--- config.mk ---
export PLATFORM = sky130hd
export DESIGN_NAME = tag_out
export DESIGN_NICKNAME = d
export VERILOG_FILES = /design/src/rtl/tag_out_pkg.sv /design/src/rtl/tag_out.sv
export SDC_FILE = /design/constraint.sdc
export NUM_CORES = 1
export LEC_CHECK = 0
export ABC_AREA = 1
export CAP_MARGIN = 40
export CELL_PAD_IN_SITES_DETAIL_PLACEMENT = 0
export CELL_PAD_IN_SITES_GLOBAL_PLACEMENT = 1
export CORE_MARGIN = 10
export CORE_UTILIZATION = 39
export DETAILED_ROUTE_END_ITERATION = 7
export MAX_ROUTING_LAYER = met4
export PLACE_DENSITY_LB_ADDON = 0.1
export SYNTH_ARGS = -nofsm -noshare
export SYNTH_HDL_FRONTEND = slang
export SYNTH_SLANG_ARGS = --single-unit
--- constraint.sdc ---
create_clock -name i_clk -period 1.9 [get_ports i_clk]
set_input_delay 0.19 -clock i_clk [delete_from_list [all_inputs] [get_ports i_clk]]
set_output_delay 0.19 -clock i_clk [all_outputs]
set_load 0.01 [all_outputs]
--- src/rtl/tag_out_pkg.sv ---
// Shared types and defaults for the outbound tag driver (tag_out).
package tag_out_pkg;

    // Handshake sequencer states; the ST_ prefix keeps them distinct from
    // the SETUP parameter of the same name in the driver.
    typedef enum logic [2:0] {
        ST_IDLE     = 3'd0,
        ST_SETUP    = 3'd1,
        ST_ASSERT   = 3'd2,
        ST_WAITDROP = 3'd3,
        ST_RECOVER  = 3'd4
    } tag_out_state_t;

    localparam int TAG_SETUP_DEF   = 5;
    localparam int TAG_MIN_LOW_DEF = 5;
    localparam int TAG_TIMEOUT_DEF = 255;

    // Largest of three cycle counts, used to size the counters.
    function automatic int max3(input int a, input int b, input int c);
        int m;
        m = (a > b) ? a : b;
        return (m > c) ? m : c;
    endfunction

endpackage

--- src/rtl/tag_out.sv ---
// Outbound tag driver: setup delay, interlocked tag/response handshake,
// then a minimum recovery time before the next request is accepted.
// Optional feature macro TAG_OUT_TIMEOUT_EN: when defined, a response
// timeout in ASSERT drops the tag and pulses o_timeout; when undefined the
// driver waits for the response indefinitely and o_timeout is tied low.
module tag_out
    import tag_out_pkg::*;
#(
    parameter int SETUP   = TAG_SETUP_DEF,
    parameter int MIN_LOW = TAG_MIN_LOW_DEF,
    parameter int TIMEOUT = TAG_TIMEOUT_DEF
) (
    input  logic i_clk,
    input  logic i_reset,
    input  logic i_req,
    input  logic i_resp,
    output logic o_tag,
    output logic o_busy,
    output logic o_done,
    output logic o_timeout
);

    // One width for every counter: large enough for the longest interval.
    localparam int CNT_W = $clog2(max3(SETUP, MIN_LOW, TIMEOUT)) + 1;

    localparam logic [CNT_W-1:0] CNT_ONE   = CNT_W'(1);
    localparam logic [CNT_W-1:0] SETUP_LD  = CNT_W'(SETUP - 1);
    localparam logic [CNT_W-1:0] MIN_LOW_LD = CNT_W'(MIN_LOW - 1);

    tag_out_state_t   r_state;
    tag_out_state_t   w_state_next;
    logic [CNT_W-1:0] r_cnt;
    logic [CNT_W-1:0] w_cnt_next;
    logic             r_tag;
    logic             w_tag_next;
    logic             r_busy;
    logic             r_done;
    logic             w_done_next;

`ifdef TAG_OUT_TIMEOUT_EN
    localparam logic [CNT_W-1:0] TIMEOUT_LAST = CNT_W'(TIMEOUT - 1);

    logic [CNT_W-1:0] r_tcnt;
    logic [CNT_W-1:0] w_tcnt_next;
    logic             r_timeout;
    logic             w_timeout_next;
`endif

    // Next-state, counter and registered-output decode for the handshake.
    always_comb begin
        w_state_next = r_state;
        w_cnt_next   = r_cnt;
        w_tag_next   = r_tag;
        w_done_next  = 1'b0;
`ifdef TAG_OUT_TIMEOUT_EN
        w_tcnt_next    = r_tcnt;
        w_timeout_next = 1'b0;
`endif
        case (r_state)
            ST_IDLE: begin
                if (i_req) begin
                    w_state_next = ST_SETUP;
                    w_cnt_next   = SETUP_LD;
                end
            end
            ST_SETUP: begin
                if (r_cnt != '0) begin
                    w_cnt_next = r_cnt - CNT_ONE;
                end else begin
                    w_tag_next   = 1'b1;
                    w_state_next = ST_ASSERT;
`ifdef TAG_OUT_TIMEOUT_EN
                    w_tcnt_next  = '0;
`endif
                end
            end
            ST_ASSERT: begin
                // A response on the last timeout cycle still wins.
                if (i_resp) begin
                    w_tag_next   = 1'b0;
                    w_state_next = ST_WAITDROP;
                end
`ifdef TAG_OUT_TIMEOUT_EN
                else if (r_tcnt == TIMEOUT_LAST) begin
                    w_tag_next     = 1'b0;
                    w_timeout_next = 1'b1;
                    w_state_next   = ST_RECOVER;
                    w_cnt_next     = MIN_LOW_LD;
                end else begin
                    w_tcnt_next = r_tcnt + CNT_ONE;
                end
`endif
            end
            ST_WAITDROP: begin
                // First low sample completes; later glitches are ignored.
                if (!i_resp) begin
                    w_done_next  = 1'b1;
                    w_state_next = ST_RECOVER;
                    w_cnt_next   = MIN_LOW_LD;
                end
            end
            ST_RECOVER: begin
                if (r_cnt != '0) begin
                    w_cnt_next = r_cnt - CNT_ONE;
                end else begin
                    w_state_next = ST_IDLE;
                end
            end
            default: begin
                w_state_next = ST_IDLE;
                w_cnt_next   = '0;
                w_tag_next   = 1'b0;
            end
        endcase
    end

    // State, counters and all outputs registered; reset wins over everything.
    always_ff @(posedge i_clk) begin
        if (i_reset) begin
            r_state <= ST_IDLE;
            r_cnt   <= '0;
            r_tag   <= 1'b0;
            r_busy  <= 1'b0;
            r_done  <= 1'b0;
`ifdef TAG_OUT_TIMEOUT_EN
            r_tcnt    <= '0;
            r_timeout <= 1'b0;
`endif
        end else begin
            r_state <= w_state_next;
            r_cnt   <= w_cnt_next;
            r_tag   <= w_tag_next;
            r_busy  <= (w_state_next != ST_IDLE);
            r_done  <= w_done_next;
`ifdef TAG_OUT_TIMEOUT_EN
            r_tcnt    <= w_tcnt_next;
            r_timeout <= w_timeout_next;
`endif
        end
    end

    assign o_tag  = r_tag;
    assign o_busy = r_busy;
    assign o_done = r_done;
`ifdef TAG_OUT_TIMEOUT_EN
    assign o_timeout = r_timeout;
`else
    assign o_timeout = 1'b0;
`endif

endmodule

======== Word-level counts from Yosys, hierarchy flattened ========
Index checks and enable logic that the tools add are counted.
word-level totals
  input port bits ......................... 4
  output and inout port bits .............. 4
  logic and storage cells ................. 40
  flip-flop bits (word level) ............. 15
cells by class
  multiplexer cells ....................... 14
  equality and inequality tests ........... 9
  add/subtract/negate cells ............... 1
  reductions and logical operators ........ 8
  bitwise operators ....................... 3
operators with widths
  cell                                                                    count
  9-bit case mux with 4 select lines                                      1
  9-bit two-way mux                                                       3
  3-bit two-way mux                                                       5
  3-bit case mux with 5 select lines                                      1
  9-bit nonzero test                                                      1
  9-bit by 1-bit subtractor with 9-bit output (second input constant)     1
  2-bit != test (second input constant)                                   4
  3-bit by 2-bit equality test with 1-bit output (second input constant)  2
  4-bit AND reduction                                                     1
  2-bit OR reduction                                                      2
  3-bit by 1-bit equality test with 1-bit output (second input constant)  1
  3-bit equality test (second input constant)                             1
  3-bit zero test                                                         1
  1-bit two-way mux                                                       3
  1-bit NOT                                                               3
  1-bit case mux with 3 select lines                                      1
  3-bit AND reduction                                                     1
  3-bit nonzero test                                                      1
  3-bit OR reduction                                                      1
  2-bit by 1-bit != test with 1-bit output (second input constant)        1

======== Depth between registers and ports, before layout ========
Gate-level depths: netlist of run 1.
  depth in word-level cells ............... 4
  mapped depth ............................ 12
  gate-level depth less buffers ........... 11

======== Least setup slack after synthesis of run 1 ========
Ideal clock, no wire load.
  path type ............................... register to register
  from .................................... reg r_cnt[0]
  to ...................................... reg r_cnt[2]
  stages on the path, launching flop included .. 13
  required time ........................... 1.772 ns
  period minus slack after synthesis ...... 1.438 ns
  path buffers ............................ 1
  arrival time ............................ 1.310 ns
  library setup time ...................... 0.128 ns
  slack ................................... 0.462 ns
  cells stage by stage .................... dfxtp_1 -> inv_1 -> ha_1 -> inv_1 -> nor2_1 -> nand2_1 -> nor2_1 -> nand2_2 -> nand3_2 -> buf_6 -> nand2_2 -> o21ai_1 -> nor2_1
between the ends
  longest elaborated chain between the ends .. 3
  elaborated cells on any way between the ends .. 6
  classes of those cells .................. 1 x add/sub; 1 x eq/ne; 2 x mux; 2 x reduce/logical
ends and longest elaborated chain
  what                                                                               RTL line        source
  start: declaration                                                                 tag_out.sv:32   logic [CNT_W-1:0] r_cnt;
  start signal: assignment                                                           tag_out.sv:131  r_cnt <= w_cnt_next;
  9-bit by 1-bit subtractor with 9-bit output or 9-bit nonzero test (tied branches)  --
  9-bit two-way mux or 2-bit by 1-bit != test with 1-bit output (tied branches)      --
  9-bit case mux with 4 select lines or 4-bit AND reduction (tied branches)          --
Several ways; a longest one is shown, not always the timed one. The select of a mux whose other input is x is not followed.
A chain may end at the register's enable or synchronous reset.

======== Final worst setup path of run 1 ========
  from .................................... reg r_cnt[0]
  to ...................................... reg r_cnt[4]
Same word-level chain as after synthesis.

==> results of run 1 <==
[through the flow]
stage	cell area (um^2)	hold WS, ns	std cells	setup slack, ns
floorplan	917	0.442	146	0.462
global placement	997	0.452	178	0.211
detailed placement	997	0.458	178	0.222
CTS	1020	0.474	182	0.191
global route	1030	0.516	182	0.0735
finish	1030	0.469	182	0.285
[cell type report]
| type | instances | area (um^2) |
|---|---|---|
| flip-flops and latches | 15 | 300 |
| inverters | 21 | 78.8 |
| repair buffers | 7 | 67.6 |
| well taps | 28 | 35.0 |
| multi-input cells | 107 | 523 |
| clock buffers | 4 | 26.3 |
| fillers | 246 | 1200 |
[metal layers]
metal | routed length, um | track usage (%) | vias to the layer above | share of wire (%)
li1 | - | - | 476 | -
met1 | 1010 | 13.5 | 380 | 51
met2 | 794 | 12.9 | 31 | 41
met3 | 138 | 2.74 | 2 | 7.1
met4 | 16 | 3.02 | 0 | 0.82
met5 | 0 | - | - | 0
[flip-flops by register name (all words and copies together), names as in the netlist]
signal / flops
o_done: 1
o_busy: 1
r_cnt: 9
o_tag: 1
r_state: 3
[worst max-delay path by stage]
stage / to / slack (ns) / from
after floorplan: r_cnt[2] / 0.46 / r_cnt[0]
after global placement: r_cnt[8] / 0.21 / r_cnt[0]
after detailed placement: r_cnt[4] / 0.22 / r_cnt[0]
after CTS: r_cnt[4] / 0.19 / r_cnt[0]
after global routing: r_cnt[4] / 0.07 / r_cnt[0]
final: r_cnt[4] / 0.28 / r_cnt[0]
[cells by family after synthesis]
family	count (synthesis)	synth area share (%)
fa+ha+maj	2	2.73
flops	15	32.7
simple gates	83	40.1
other cells	1	0.409
compound gates	20	12.0
buf+inv	24	11.1
xor+xnor	1	0.955
[cells in the final DEF (no fill, tap or decap), drive strengths merged]
cell type,Yosys,routed
xor2,1,1
buf,2,1
nand3,8,8
conb,1,1
inv,21,21
clkbuf,1,4
ha,2,2
clkdlybuf4s50,0,6
dfxtp,15,15
o211ai,1,1
nand4,4,4
nor2,27,27
o22ai,1,1
nand2,41,41
nor3,3,3
o21bai,1,1
o21ai,7,7
a21oi,10,10
[power breakdown]
group | switching (mW) | internal (mW)
logic | 0.719 | 0.401
clock network | 0.0962 | 0.0814
registers | 0.111 | 0.419
total | 0.926 | 0.901
[worst min-delay path, stage by stage, from the launching register on]
cell     delay (ns)
dfxtp_1        0.32
nand2_1        0.06
a21oi_1        0.05
==> metrics, run 1 <==
status finished, final reports clean; critical path type flip-flop to flip-flop; per-cell routed wire length between 10 and 15 um; clk root buf clkbuf_4; worst min path class flip-flop to flip-flop; Tot Pwr 1.83 mW; total number of vias 889; predominant post-synthesis flop cell dfxtp_1; Final #Nets 161; port bufs 6; most common cell in the synthesized netlist nand2_1; Reg2Reg Launch Point r_cnt[0]; post-cts sizing count 0; share of the synthesized area in the top cell type 32.7%; Total Wirelength 1960 um; Core Util, Final about 46%; initial antenna violation count 0; final hold vios 0; FF-to-FF setup slack 0.28 ns; fmax 619 MHz; Hold-fix buffers, CTS 0; Die Span Y 68.5 um; WP depth 11; Die X 68.5 um; ys async rst share 0%; #FFs+latches synth 15; aggregate negative setup slack 0 ns; area leader, netlist dfxtp_1; DRC viols 0; # diodes 0; Min-Delay Endpoint o_tag; H-tree Lvls 1; DIE AREA 0.00469 mm^2; CP required 2.07 ns; Cell Area, Synth approximately 920 um^2; EDFF count, synth 0; largest cells by area after synthesis dfxtp_1 (33%), nand2_1 (16%), nor2_1 (9.8%), inv_1 (8.6%), a21oi_1 (5.5%); CTS tree yes; Mapped Avg Cell Area 6.28 um^2; clock transition at the registers of the reported paths about 0.08 ns; grt total ovfl 0; PD cells 1770 mW/mm^2; final period utilization 85.0%; first-pass GRT wire length 3490 um; cts bufs inserted 3; total track usage 9.67%; core area 0.00223 mm^2; crit-path max FO 12; syn nets 152; largest net degree at the start of global routing 13; Syn Inst Count 146; reg-to-reg critical path endpoint r_cnt[4]; Final Critical Period 1.62 ns; Clock Path Buffers 2; count of warnings emitted by yosys 0; Final Slew Violations 0; Cell Rows 17; DPL Wire Length 1550 um; vias in the first global route 770; Starting Density between 40% and 50%; Startpoint Class flip-flop; Post-synth top cells nand2_1 (39), nor2_1 (24), inv_1 (21), dfxtp_1 (15), a21oi_1 (10); worst vdd rail ir drop 654 uV; post-CTS setup buffers 0; critical path's top delay family simple AND/OR/NAND/NOR gates; WP data arrival around 1.8 ns; CP peak stage delay 0.35 ns; # clock sinks 15; crit path cell chain inv_1 > ha_1 > inv_1 > nor2_1 > nand2_1 > nor2_1 > nand2_2 > nand3_4 > inv_2 > nand2_1 > a21oi_1; io pins 8; hold path startpoint o_tag; Seq/Total Area, Yosys 32.7%; clk_skew between 0.003 and 0.004 ns; DR iter-0 viols 45; Slowest-stage cell, CP dfxtp_1; maxcap violations 0; Netlist cell types 24; worst hold path depth 2; Worst-Skew Late Latency 0.28 ns; P_leak 0.498 nW; Area Growth Syn to Fin 12.4%; TritonRoute pass-1 iters 4; antenna-violating nets left 0; layout cells sized above 1 8.44%; Buffers & Inverters on Critical Path 3; crit end category flip-flop; RSZ-0062 raised after global routing false; Setup violations, final 0; vias per cell 4.88; final RePlAce weighted congestion 0.822; Reg2Reg Depth 11
No activity file was read; power rests on OpenSTA's default activity.
==> inputs of run 2 (changes only) <==
==> constraint.sdc (replaced) <==
create_clock -name i_clk -period 1.7 [get_ports i_clk]
set_input_delay 0.17 -clock i_clk [delete_from_list [all_inputs] [get_ports i_clk]]
set_output_delay 0.17 -clock i_clk [all_outputs]
set_load 0.01 [all_outputs]
==> metrics, run 2 (synthesis gave the netlist of run 1 again) <==
DIE AREA 0.00469 mm^2 (unchanged); DR iter-0 viols 44 (-2.2%); met2 usage 13.6% (+0.69 points); final hold vios 0 (unchanged); worst vdd rail ir drop 849 uV (+30%); Final Critical Period 1.45 ns (-0.167 ns); WP data arrival 1.67 ns (-0.12 ns); vias in the first global route 776 (+0.78%); most frequent cells in the layout nand2_1 (39), nor2_1 (24), inv_1 (20), dfxtp_1 (15), a21oi_1 (10); DRC viols 0 (unchanged); clk_skew 0.00523 ns (+0.00216 ns); layout cells sized above 1 11.3% (+2.9 points); antenna-violating nets left 0 (unchanged); Total Wirelength 2060 um (+5.4%); Cell Rows 17 (unchanged); Largest regs r_cnt (9), r_state (3); fin area 0.00107 mm^2 (+3.6%); H-tree Lvls 1 (unchanged); Startpoint Class flip-flop; Area Growth Syn to Fin 16.5%; CP required 1.92 ns (-0.15 ns); TritonRoute pass-1 iters 4 (unchanged); # diodes 0 (unchanged); Setup violations, final 0 (unchanged); fmax 691 MHz (+12%); clk root buf clkbuf_4; port bufs 6 (unchanged); vias per cell 4.85 (-0.70%); initial antenna violation count 0 (unchanged); CTS tree yes; # clock sinks 15 (unchanged); total track usage 9.88% (+0.21 points); met3 Use GR 2.58% (-0.16 points); power share of the combinational group 63.1% (+1.8 points); Reg with most FFs r_cnt; crit-path max FO 8 (-4); met1 Use GR 13.1% (-0.45 points); Placed Area 0.00103 mm^2 (+3.8%); PD cells 2010 mW/mm^2 (+14%); io pins 8 (unchanged); Pint 1.09 mW (+21%); largest net degree at the start of global routing 13 (unchanged); total number of vias 907 (+2.0%); commonest non-fill, non-tap cell in the layout nand2_1; Switching Fraction 49.2% (-1.5 points); grt total ovfl 0 (unchanged); Final #Nets 166 (+3.1%); Worst-Skew Late Latency 0.29 ns (about the same); P_leak 0.521 nW (+4.7%); core area 0.00223 mm^2 (unchanged); post-CTS setup buffers 0 (unchanged); maxcap violations 0 (unchanged); Die Span Y 68.5 um (unchanged); Clock Path Buffers 2 (unchanged); first-pass GRT wire length 3440 um (-1.6%); aggregate negative setup slack 0 ns (unchanged); status finished, final reports clean; Largest register FFs 9 (unchanged); part of the power in registers 27.1% (-1.9 points); worst min path class flip-flop to flip-flop; Tot Pwr 2.15 mW (+18%); final period utilization 85.2% (+0.16 points); Clk pwr share 9.8% (about the same); critical path type flip-flop to flip-flop; crit end category flip-flop; layer with the highest usage met2; DPL Wire Length 1630 um (+4.8%); per-cell routed wire length 11.0 um (+2.6%); Starting Density 41.1% (unchanged); Die X 68.5 um (unchanged); Core Util, Final 47.8% (+1.7 points); clock transition at the registers of the reported paths 0.09 ns (about the same); Final Slew Violations 0 (unchanged); cts bufs inserted 3 (unchanged); switching power 1.06 mW (+14%); final RePlAce weighted congestion 0.800 (-2.6%); RSZ-0062 raised after global routing false
[run 2: cell types whose count changed in the layout (fill, tap and decap cells not counted), sizes merged]
cell  change
buf       +5
[run 2: metrics by stage]
stage	setup WS, ns	hold WS [ns]	std cells
3_5_place_dp	0.108	0.454	183
5_1_grt	0.0810	0.527	187
3_3_place_gp	0.138	0.452	183
4_1_cts	0.152	0.474	187
6_report	0.252	0.468	187
2_1_floorplan	0.262	0.422	146
[run 2: final cells by class]
type                            count  area (um^2)
Clock buffer                        4         26.3
Fill cell                         242         1160
Inverter                           21         78.8
Multi-Input combinational cell    107          523
Sequential cell                    15          300
Tap cell                           28         35.0
Timing Repair Buffer               12          105
[run 2: power groups by stage]
| stage | clock network, mW | registers (mW) | logic, mW |
|---|---|---|---|
| final | 0.210 | 0.584 | 1.36 |
| after global routing | 0.227 | 0.597 | 1.56 |
| after CTS | 0.212 | 0.582 | 1.34 |
| after detailed placement | 0 | 0.589 | 1.33 |
| after global placement | 0 | 0.589 | 1.34 |
| after floorplan | 0 | 0.578 | 1.00 |
[run 2: what timing repair did]
item	CTS	global route
resized for setup	0	2
hold endpoints to repair	0	0
setup endpoints to repair	0	5
hold buffers	0	0
[run 2: layer usage]
metal / part of all wire, % / routed length [um] / vias up
li1: - / - / 486
met1: 52 / 1060 / 402
met2: 43 / 878 / 15
met3: 4.1 / 85 / 4
met4: 1.6 / 34 / 0
met5: 0 / 0 / -
[run 2: worst paths after layout]
| kind | slack (ns) | cells after the start | to | from |
|---|---|---|---|---|
| min reg2reg | 0.47 | 2 | o_tag | o_tag |
| max reg2reg | 0.25 | 7 | r_cnt[3] | r_state[2] |
| min | 0.47 | 2 | o_tag | o_tag |
| max | 0.25 | 7 | r_cnt[3] | r_state[2] |
[run 2: worst max-delay path, cell delays in order, from the launching register on]
cell     delay, ns
dfxtp_1       0.33
inv_1         0.17
nand2_1       0.11
o21ai_2       0.20
inv_1         0.19
nor3_1        0.20
nand2_1       0.07
a21oi_1       0.11
==> inputs of run 3 (changes only) <==
--- a/config.mk
+++ b/config.mk
@@ -10,8 +10,9 @@
 export CELL_PAD_IN_SITES_DETAIL_PLACEMENT = 0
 export CELL_PAD_IN_SITES_GLOBAL_PLACEMENT = 1
 export CORE_MARGIN = 10
-export CORE_UTILIZATION = 39
+export CORE_UTILIZATION = 42
 export DETAILED_ROUTE_END_ITERATION = 7
+export DONT_BUFFER_PORTS = 1
 export MAX_ROUTING_LAYER = met4
 export PLACE_DENSITY_LB_ADDON = 0.1
 export SYNTH_ARGS = -nofsm -noshare
==> metrics, run 3 (synthesis gave the netlist of run 1 again) <==
fmax 664 MHz (-3.9%); # clock sinks 15 (unchanged); Hold WS 0.114 ns (-0.355 ns); post-CTS setup buffers 0 (unchanged); commonest non-fill, non-tap cell in the layout nand2_1; met1 wire length 1070 um (+0.38%); clk_skew 0.00426 ns (-0.000972 ns); RSZ-0062 raised after global routing false; Cell Rows 16 (-1); switching power 1.03 mW (-2.2%); vias per cell 4.87 (+0.42%); P_leak 0.490 nW (-6.0%); CP required 1.87 ns (-0.05 ns); met2 wire len 739 um (-16%); Area Growth Syn to Fin 8.46%; aggregate negative setup slack 0 ns (unchanged); Switching Fraction 50.2% (+0.97 points); CTS tree yes; Starting Density 45.4% (+4.3 points); crit end category flip-flop; largest net degree at the start of global routing 13 (unchanged); clk root buf clkbuf_4; initial antenna violation count 0 (unchanged); Post-Place Setup Slack 0.109 ns (+0.00116 ns); part of the power in registers 29.1% (+2.0 points); per-cell routed wire length 11.0 um (-0.50%); Largest register FFs 9 (unchanged); final period utilization 88.6% (+3.5 points); status finished, final reports clean; layout cells sized above 1 9.93% (-1.4 points); PD cells 2070 mW/mm^2 (+3.0%); worst hold path depth 3 (+1); Clock Path Buffers 2 (unchanged); DR iter-0 viols 51 (+16%); Reg with most FFs r_cnt; Final Slew Violations 0 (unchanged); Die X 66.7 um (-2.6%); grt total ovfl 0 (unchanged); Pint 1.03 mW (-5.9%); first-pass GRT wire length 3660 um (+6.6%); fin worst setup slack 0.193 ns (-0.0587 ns); port bufs 0 (-6); DPL Wire Length 1530 um (-6.2%); # diodes 0 (unchanged); Worst-Skew Late Latency 0.29 ns (about the same); DIE AREA 0.00445 mm^2 (-5.1%); most frequent cells in the layout nand2_1 (39), nor2_1 (24), inv_1 (20), dfxtp_1 (15), a21oi_1 (10); crit-path max FO 12 (+4); total number of vias 867 (-4.4%); Clk pwr share 10.2% (+0.4 points); total track usage 10.7% (+0.84 points); vias in the first global route 823 (+6.1%); Startpoint Class flip-flop; maxcap violations 0 (unchanged); power share of the combinational group 60.7% (-2.4 points); Largest regs r_cnt (9), r_state (3); Tot Pwr 2.06 mW (-4.1%); final RePlAce weighted congestion 0.829 (+3.6%); Final #Nets 158 (-4.8%); DRC viols 0 (unchanged); Total Wirelength 1950 um (-5.3%); core area 0.00202 mm^2 (-9.5%); worst vdd rail ir drop 889 uV (+4.7%); critical path type flip-flop to flip-flop; WP data arrival 1.67 ns (about the same); worst min path class input pin to flip-flop; met3 wire length 116 um (+36%); top layer in use met4; clock transition at the registers of the reported paths 0.09 ns (about the same); Die Span Y 66.7 um (-2.6%); antenna-violating nets left 0 (unchanged); Reg2Reg Depth 11 (+4); io pins 8 (unchanged); cts bufs inserted 3 (unchanged); TritonRoute pass-1 iters 4 (unchanged); Final Critical Period 1.51 ns (+0.0587 ns); Setup violations, final 0 (unchanged); H-tree Lvls 1 (unchanged); final hold vios 0 (unchanged)
run 3: cell count changes in the layout (fill, tap and decap cells not counted), sizes merged:
cell	before	now
clkdlybuf4s50	6	0
dlygate4sd3	0	1
buf	6	3
run 3: what timing repair did:
item                                    CTS  global route
hold endpoints to repair                  9             0
endpoints found under the setup margin    0             5
resized for setup                         0             2
hold buffers                              1             0
run 3: layer usage:
layer | GRT usage [%] | vias up
met5 | - | -
met4 | 4.71 | 0
met3 | 3.34 | 4
met2 | 14.0 | 15
met1 | 14.4 | 377
li1 | - | 471
run 3: critical path: stages (launching register included):
cell	delay, ns
dfxtp_1	0.32
inv_1	0.11
ha_1	0.16
inv_1	0.03
nor2_1	0.07
nand2_1	0.06
nor2_1	0.15
nand2_2	0.11
nand3_4	0.15
inv_2	0.08
nand2_1	0.07
a21oi_1	0.06
run 3: per-stage QoR:
step / instance area [um^2] / instances / util (%)
global route: 995 / 178 / 49.2
CTS: 987 / 178 / 48.8
global placement: 951 / 173 / 47.0
detailed placement: 951 / 173 / 47.0
finish: 995 / 178 / 49.2
floorplan: 917 / 146 / -
run 3: cell type report:
cell class	count	area, um^2
well taps	27	33.8
fillers	217	1030
multi-input cells	107	523
flip-flops and latches	15	300
repair buffers	4	32.5
clock buffers	4	26.3
inverters	21	78.8
run 3: final timing paths:
kind	start	endpoint	slack (ns)
min reg2reg	r_cnt[0]	r_cnt[0]	0.50
max reg2reg	r_cnt[1]	r_cnt[8]	0.19
min	i_reset	r_cnt[0]	0.11
max	r_cnt[1]	r_cnt[8]	0.19
run 3: power groups by stage:
| stage | clock, mW | combinational (mW) | sequential [mW] |
|---|---|---|---|
| after floorplan | 0 | 1.00 | 0.578 |
| after global placement | 0 | 1.24 | 0.608 |
| after detailed placement | 0 | 1.22 | 0.608 |
| after CTS | 0.216 | 1.24 | 0.599 |
| after global routing | 0.237 | 1.48 | 0.618 |
| final | 0.209 | 1.25 | 0.600 |
==> patch 1: new RTL, settings of run 3 <==
The package constant `TAG_SETUP_DEF` goes from 5 to 4.
--- a/src/rtl/tag_out_pkg.sv
+++ b/src/rtl/tag_out_pkg.sv
@@ -12,5 +12,5 @@
     } tag_out_state_t;
 
-    localparam int TAG_SETUP_DEF   = 5;
+    localparam int TAG_SETUP_DEF   = 4;
     localparam int TAG_MIN_LOW_DEF = 5;
     localparam int TAG_TIMEOUT_DEF = 255;
Check against the original RTL: not equivalent (a bounded check fails within 10 cycles, from zero or initial values and one cycle with i_reset high).
==> patch 1 against run 3 <==
- combinational power shrank 9%
- critical path type unchanged
- highest routed layer unchanged
- power decreased by 7.3%
- cell count decreased by 3.4%
- sequential power decreased by 5.2%
- largest cell class unchanged
- sequential cell count unchanged
- clock power decreased by 2%
- wire length up 2.3%
- global-route usage fell by 0.19 points
- final area fell by 2.9%
- setup slack gained 0.11 ns
- synthesized cell count fell by 3.4%
- sequential share of layout area rose by 0.90 points
- synthesized area fell by 2.2%
==> patch 1: results (changes against run 3) <==
* IO Port Bufs at 0 (unchanged)
* Pin count of the biggest net entering global routing at 10 (-3)
* Peak supply drop at 0.943 mV (+6.0%)
* Crit Reg-Reg Startpoint: r_cnt[0]
* DR WL/cell at 11.6 um (+5.9%)
* Outcome: complete, no violations
* Ys Warns at 0 (unchanged)
* Hold_ws at 0.0243 ns (-0.0895 ns)
* Clock Skew at 0.000691 ns (-0.00357 ns)
* Distinct cells, synth at 23 (-4.2%)
* Routability cong. at 0.927 (+12%)
* Antenna violations before repair at 0 (unchanged)
* CP delay by family, top: simple AND/OR/NAND/NOR gates
* Total GRT Usage at 0.105 (-0.00186)
* Post-cts resize count at 0 (unchanged)
* Clock-pin slew on the worst setup and hold paths at 0.09 ns (about the same)
* Clk_lat worst skew at 0.28 ns
* Worst hold endpoint: r_cnt[5]
* Number of diodes at 0 (unchanged)
* Final net count at 152 (-3.8%)
* Most frequent cells after synthesis: nand2_1, inv_1, nor2_1
* Drt pass-1 iters at 4 (unchanged)
* Syn avg cell area at 6.36 um^2 (+1.3%)
* Critical Path AT at 1.56 ns (-0.11 ns)
* Leak at 0.461 nW (-5.9%)
* Root buf cell: clkbuf_4
* Hold Path Stages at 3 (unchanged)
* Bufs on Longest Clock Path at 2 (unchanged)
* Vias in the first global route at 839 (+1.9%)
* Synth area leaders: dfxtp_1, nand2_1, a21oi_1
* CTS Buf Count at 3 (unchanged)
* CP Max Fanout at 9 (-3)
* HPWL after detailed placement at 1.53 mm (+0.54%)
* Share of layout cells above drive strength 1 at 0.117 (+0.0179)
* H-tree depth at 1 (unchanged)
* Initial DRC Count at 29 (-43%)
* Worst hold path startpoint: i_reset
* Final std cells w/o fill at 172 (-3.4%)
* Worst stage delay on the critical path at 0.31 ns
* Worst Reg-to-Reg Cells at 9 (-2)
* Slack of the worst reg-to-reg path at 0.30 ns (+0.11 ns)
* First-pass GRT wire length at 3.56 mm (-2.8%)
* Top flop regs: r_cnt: 9 flops, r_state: 3 flops
* Slowest cell on crit path: dfxtp_1
* Fraction of registers with async set/reset at 0 (unchanged)
* Hold/Removal Path Class: input pin to flop
* Seq/Total Area, Yosys at 0.335 (+0.00731)
* Reg2reg end: r_cnt[3]
* Via density at 5.10 (+4.8%)
* Dpl cell area at 920 um^2 (-3.3%)
* Hold buffers post-CTS at 2 (+1)
* Fillcell total at 222 (+2.3%)
* Post-CTS Repair Setup Buffers at 0 (unchanged)
[patch 1: worst max-delay path by stage]
stage | from | endpoint | slack, ns | cells past startpoint
6_report | r_cnt[0] | r_cnt[3] | 0.30 | 9
5_1_grt | r_cnt[0] | r_cnt[3] | 0.16 | 9
4_1_cts | r_cnt[0] | r_cnt[4] | 0.30 | 9
3_5_place_dp | r_cnt[0] | r_cnt[4] | 0.34 | 9
3_3_place_gp | r_cnt[0] | r_cnt[2] | 0.36 | 9
2_1_floorplan | r_cnt[0] | r_cnt[4] | 0.44 | 9
[patch 1: final cells by class]
class                   instances  area [um^2]  area share
clock buffers                   4         26.3      0.0272
inverters                      22         87.6      0.0907
multi-input cells             102          498       0.516
flip-flops and latches         15          300       0.311
well taps                      27         33.8      0.0350
repair buffers                  2         20.0      0.0207
[patch 1: logic make-up after synthesis]
family / share of synthesized area
AND/OR/NAND/NOR: 0.424
other: 0.00418
XOR/XNOR: 0.00976
flip-flops: 0.335
buffers and inverters: 0.110
adder cells (fa/ha/maj): 0.0279
AO/OA/AOI/OAI: 0.0893
[patch 1: report_power, final]
part / leakage, nW / internal (mW) / switching, mW
Sequential: 0.123 / 0.468 / 0.101
Combinational: 0.323 / 0.381 / 0.755
Clock: 0.0150 / 0.0912 / 0.113
Total: 0.461 / 0.940 / 0.970
[patch 1: worst register-to-register path: cells and delay by family (launching register included)]
family	cells	cell delay [ns]
and+or+nand+nor	5	0.53
DFF	1	0.31
adders and majority gates	1	0.19
buffers and inverters	2	0.21
AOI/OAI and AO/OA	1	0.05
[patch 1: stage by stage]
| stage | total power [mW] | worst slack (ns) | utilization |
|---|---|---|---|
| final | 1.91 | 0.304 | 0.483 |
| after floorplan | 1.48 | 0.440 | - |
| after CTS | 1.92 | 0.302 | 0.483 |
| after detailed placement | 1.70 | 0.335 | 0.459 |
| after global routing | 2.12 | 0.163 | 0.483 |
| after global placement | 1.70 | 0.364 | 0.459 |
[patch 1: per-layer routing]
metal	routed length (um)	up-vias	GRT usage	part of all wire
li1	-	451	-	-
met2	957	10	0.160	0.48
met5	0	-	-	0
met3	77	5	0.0322	0.039
met4	37	0	0.0602	0.019
met1	924	412	0.119	0.46
==> patch 2: new RTL, config.mk and constraints of run 3 <==
Made on the original files. Add an input register stage for `i_req` and `i_resp`, with the module's reset; this delays them by one clock.
--- a/src/rtl/tag_out.sv
+++ b/src/rtl/tag_out.sv
@@ -27,4 +27,17 @@
     localparam logic [CNT_W-1:0] SETUP_LD  = CNT_W'(SETUP - 1);
     localparam logic [CNT_W-1:0] MIN_LOW_LD = CNT_W'(MIN_LOW - 1);
+
+    logic i_req_q;
+    logic i_resp_q;
+
+    always_ff @(posedge i_clk) begin
+        if (i_reset) begin
+            i_req_q  <= '0;
+            i_resp_q <= '0;
+        end else begin
+            i_req_q  <= i_req;
+            i_resp_q <= i_resp;
+        end
+    end
 
     tag_out_state_t   r_state;
@@ -59,5 +72,5 @@
         case (r_state)
             ST_IDLE: begin
-                if (i_req) begin
+                if (i_req_q) begin
                     w_state_next = ST_SETUP;
                     w_cnt_next   = SETUP_LD;
@@ -77,5 +90,5 @@
             ST_ASSERT: begin
                 // A response on the last timeout cycle still wins.
-                if (i_resp) begin
+                if (i_resp_q) begin
                     w_tag_next   = 1'b0;
                     w_state_next = ST_WAITDROP;
@@ -94,5 +107,5 @@
             ST_WAITDROP: begin
                 // First low sample completes; later glitches are ignored.
-                if (!i_resp) begin
+                if (!i_resp_q) begin
                     w_done_next  = 1'b1;
                     w_state_next = ST_RECOVER;
Function: changed (a bounded check fails within 4 cycles, from zero or initial values and one cycle with i_reset high).
==> patch 2 against run 3 <==
- non-clock buffer count fell by 1
- worst hold slack got worse by 0.045 ns
- via count rose by 4.7%
- final area rose by 5.3%
- clock skew fell by 0.0034 ns
- sequential cell count rose by 2
- synthesized cell count rose by 6.8%
- combinational power fell by 29%
- synthesized area rose by 7.9%
- power fell by 19%
- clock power rose by 3%
- setup slack got worse by 0.013 ns
- critical path type unchanged
- critical endpoint is now r_cnt[1]
- wire length rose by 4.2%
==> patch 2: results (changes against run 3) <==
* Leak at 0.535 nW (+9.3%)
* Clk_lat worst skew at between 0.2 and 0.3 ns
* Critical Path AT at 1.69 ns (+0.02 ns)
* Post-CTS Repair Setup Buffers at 0 (unchanged)
* Post-cts resize count at 0 (unchanged)
* Reg2reg end: r_cnt[1]
* Pin count of the biggest net entering global routing at 14 (+1)
* HPWL after detailed placement at 1.53 mm (+0.14%)
* Peak supply drop at 0.679 mV (-24%)
* Synth area leaders: dfxtp_1, nand2_1, nor2_1
* Ys Warns at 0 (unchanged)
* Final net count at 166 (+5.1%)
* First-pass GRT wire length at 3.55 mm (-3.0%)
* Multi-input gate count at 108 (+0.93%)
* Initial DRC Count at 37 (-27%)
* CP Max Fanout at 13 (+1)
* Post-synthesis adder-cell area fraction at 0.0253 (-0.00200)
* Distinct cells, synth at 22 (-8.3%)
* Crit share post-route at 0.894 (+0.00792)
* Share of layout cells above drive strength 1 at 0.101 (+0.00129)
* Hold Path Stages at 3 (unchanged)
* Routability cong. at 0.803 (-3.1%)
* Non-clock buffers at 3 (-1)
* Most frequent cells after synthesis: nand2_1, nor2_1, inv_1
* Multi-input gate area at 514 um^2 (-1.7%)
* Vias in the first global route at 795 (-3.4%)
* Hold_ws at 0.0684 ns (-0.0454 ns)
* CTS Buf Count at 3 (unchanged)
* FFs & Latches at 17 (+2)
* CLK BUF at 4 (unchanged)
* Clock Skew at 0.000822 ns (-0.00344 ns)
* Fillcell total at 243 (+12%)
* Slowest cell on crit path: dfxtp_1
* Post-Synth XOR/XNOR Area at 0.00885 (-0.000700)
* Multiplexer share of the synthesized area at 0 (unchanged)
* Slack of the worst reg-to-reg path at 0.18 ns
* Clock-cell share of area at 0.0251 (-0.00133)
* Pre-CTS setup slack at 0.208 ns (+0.0988 ns)
* Post-synthesis compound-gate area fraction at 0.0544 (-0.0657)
* Worst hold endpoint: r_state[2]
* Worst setup path start: r_cnt[0]
* Crit. End Element: flop
* Syn_nets at 162 (+6.6%)
* Pwr/cell area at 1600 mW/mm^2 (-23%)
* Non-clk buf share at 0.0287 (-0.00403)
* Total GRT Usage at 0.100 (-0.00715)
* Fraction of registers with async set/reset at 0 (unchanged)
* Seq/Total Area, Yosys at 0.344 (+0.0164)
* Final std cells w/o fill at 187 (+5.1%)
* Bufs on Longest Clock Path at 2 (unchanged)
* Hold buffers post-CTS at 3 (+2)
* Drt pass-1 iters at 4 (unchanged)
* DR WL/cell at 10.9 um (-0.81%)
* Non-CTS inverters at 27 (+29%)
* Outcome: complete, no violations
* Sequential share of cell area at 0.325 (+0.0231)
* Dpl cells at 180 (+4.0%)
* Post-synth design cell area at 990 um^2 (+7.9%)
* Post-Synthesis Cells at 156 (+6.8%)
* DR vias at 908 (+4.7%)
==> patch 2: cell types whose count changed after synthesis, sizes merged, moves of 2 or more <==
cell   change
nand3     +11
inv        +6
a21oi      -4
nand2      +4
o21ai      -3
dfxtp      +2
nor3       -2
==> patch 2: cells by family (layout without fill, tap and decap cells) <==
| kind of cell | Yosys count | count (layout) |
|---|---|---|
| xor+xnor | 1 | 1 |
| compound gates | 10 | 10 |
| flops | 17 | 17 |
| fa+ha+maj | 2 | 2 |
| other cells | 1 | 1 |
| simple gates | 94 | 94 |
| buf+inv | 31 | 34 |
==> patch 2: layer usage <==
metal,track usage,vias to the layer above,part of all wire
li1,-,482,-
met1,0.132,407,0.53
met2,0.146,15,0.42
met3,0.0258,4,0.036
met4,0.0302,0,0.014
met5,-,-,0
==> patch 2: report_power, final <==
part / switching, mW / internal, mW
Clock: 0.124 / 0.0910
Combinational: 0.589 / 0.298
Sequential: 0.0802 / 0.492
Total: 0.793 / 0.881
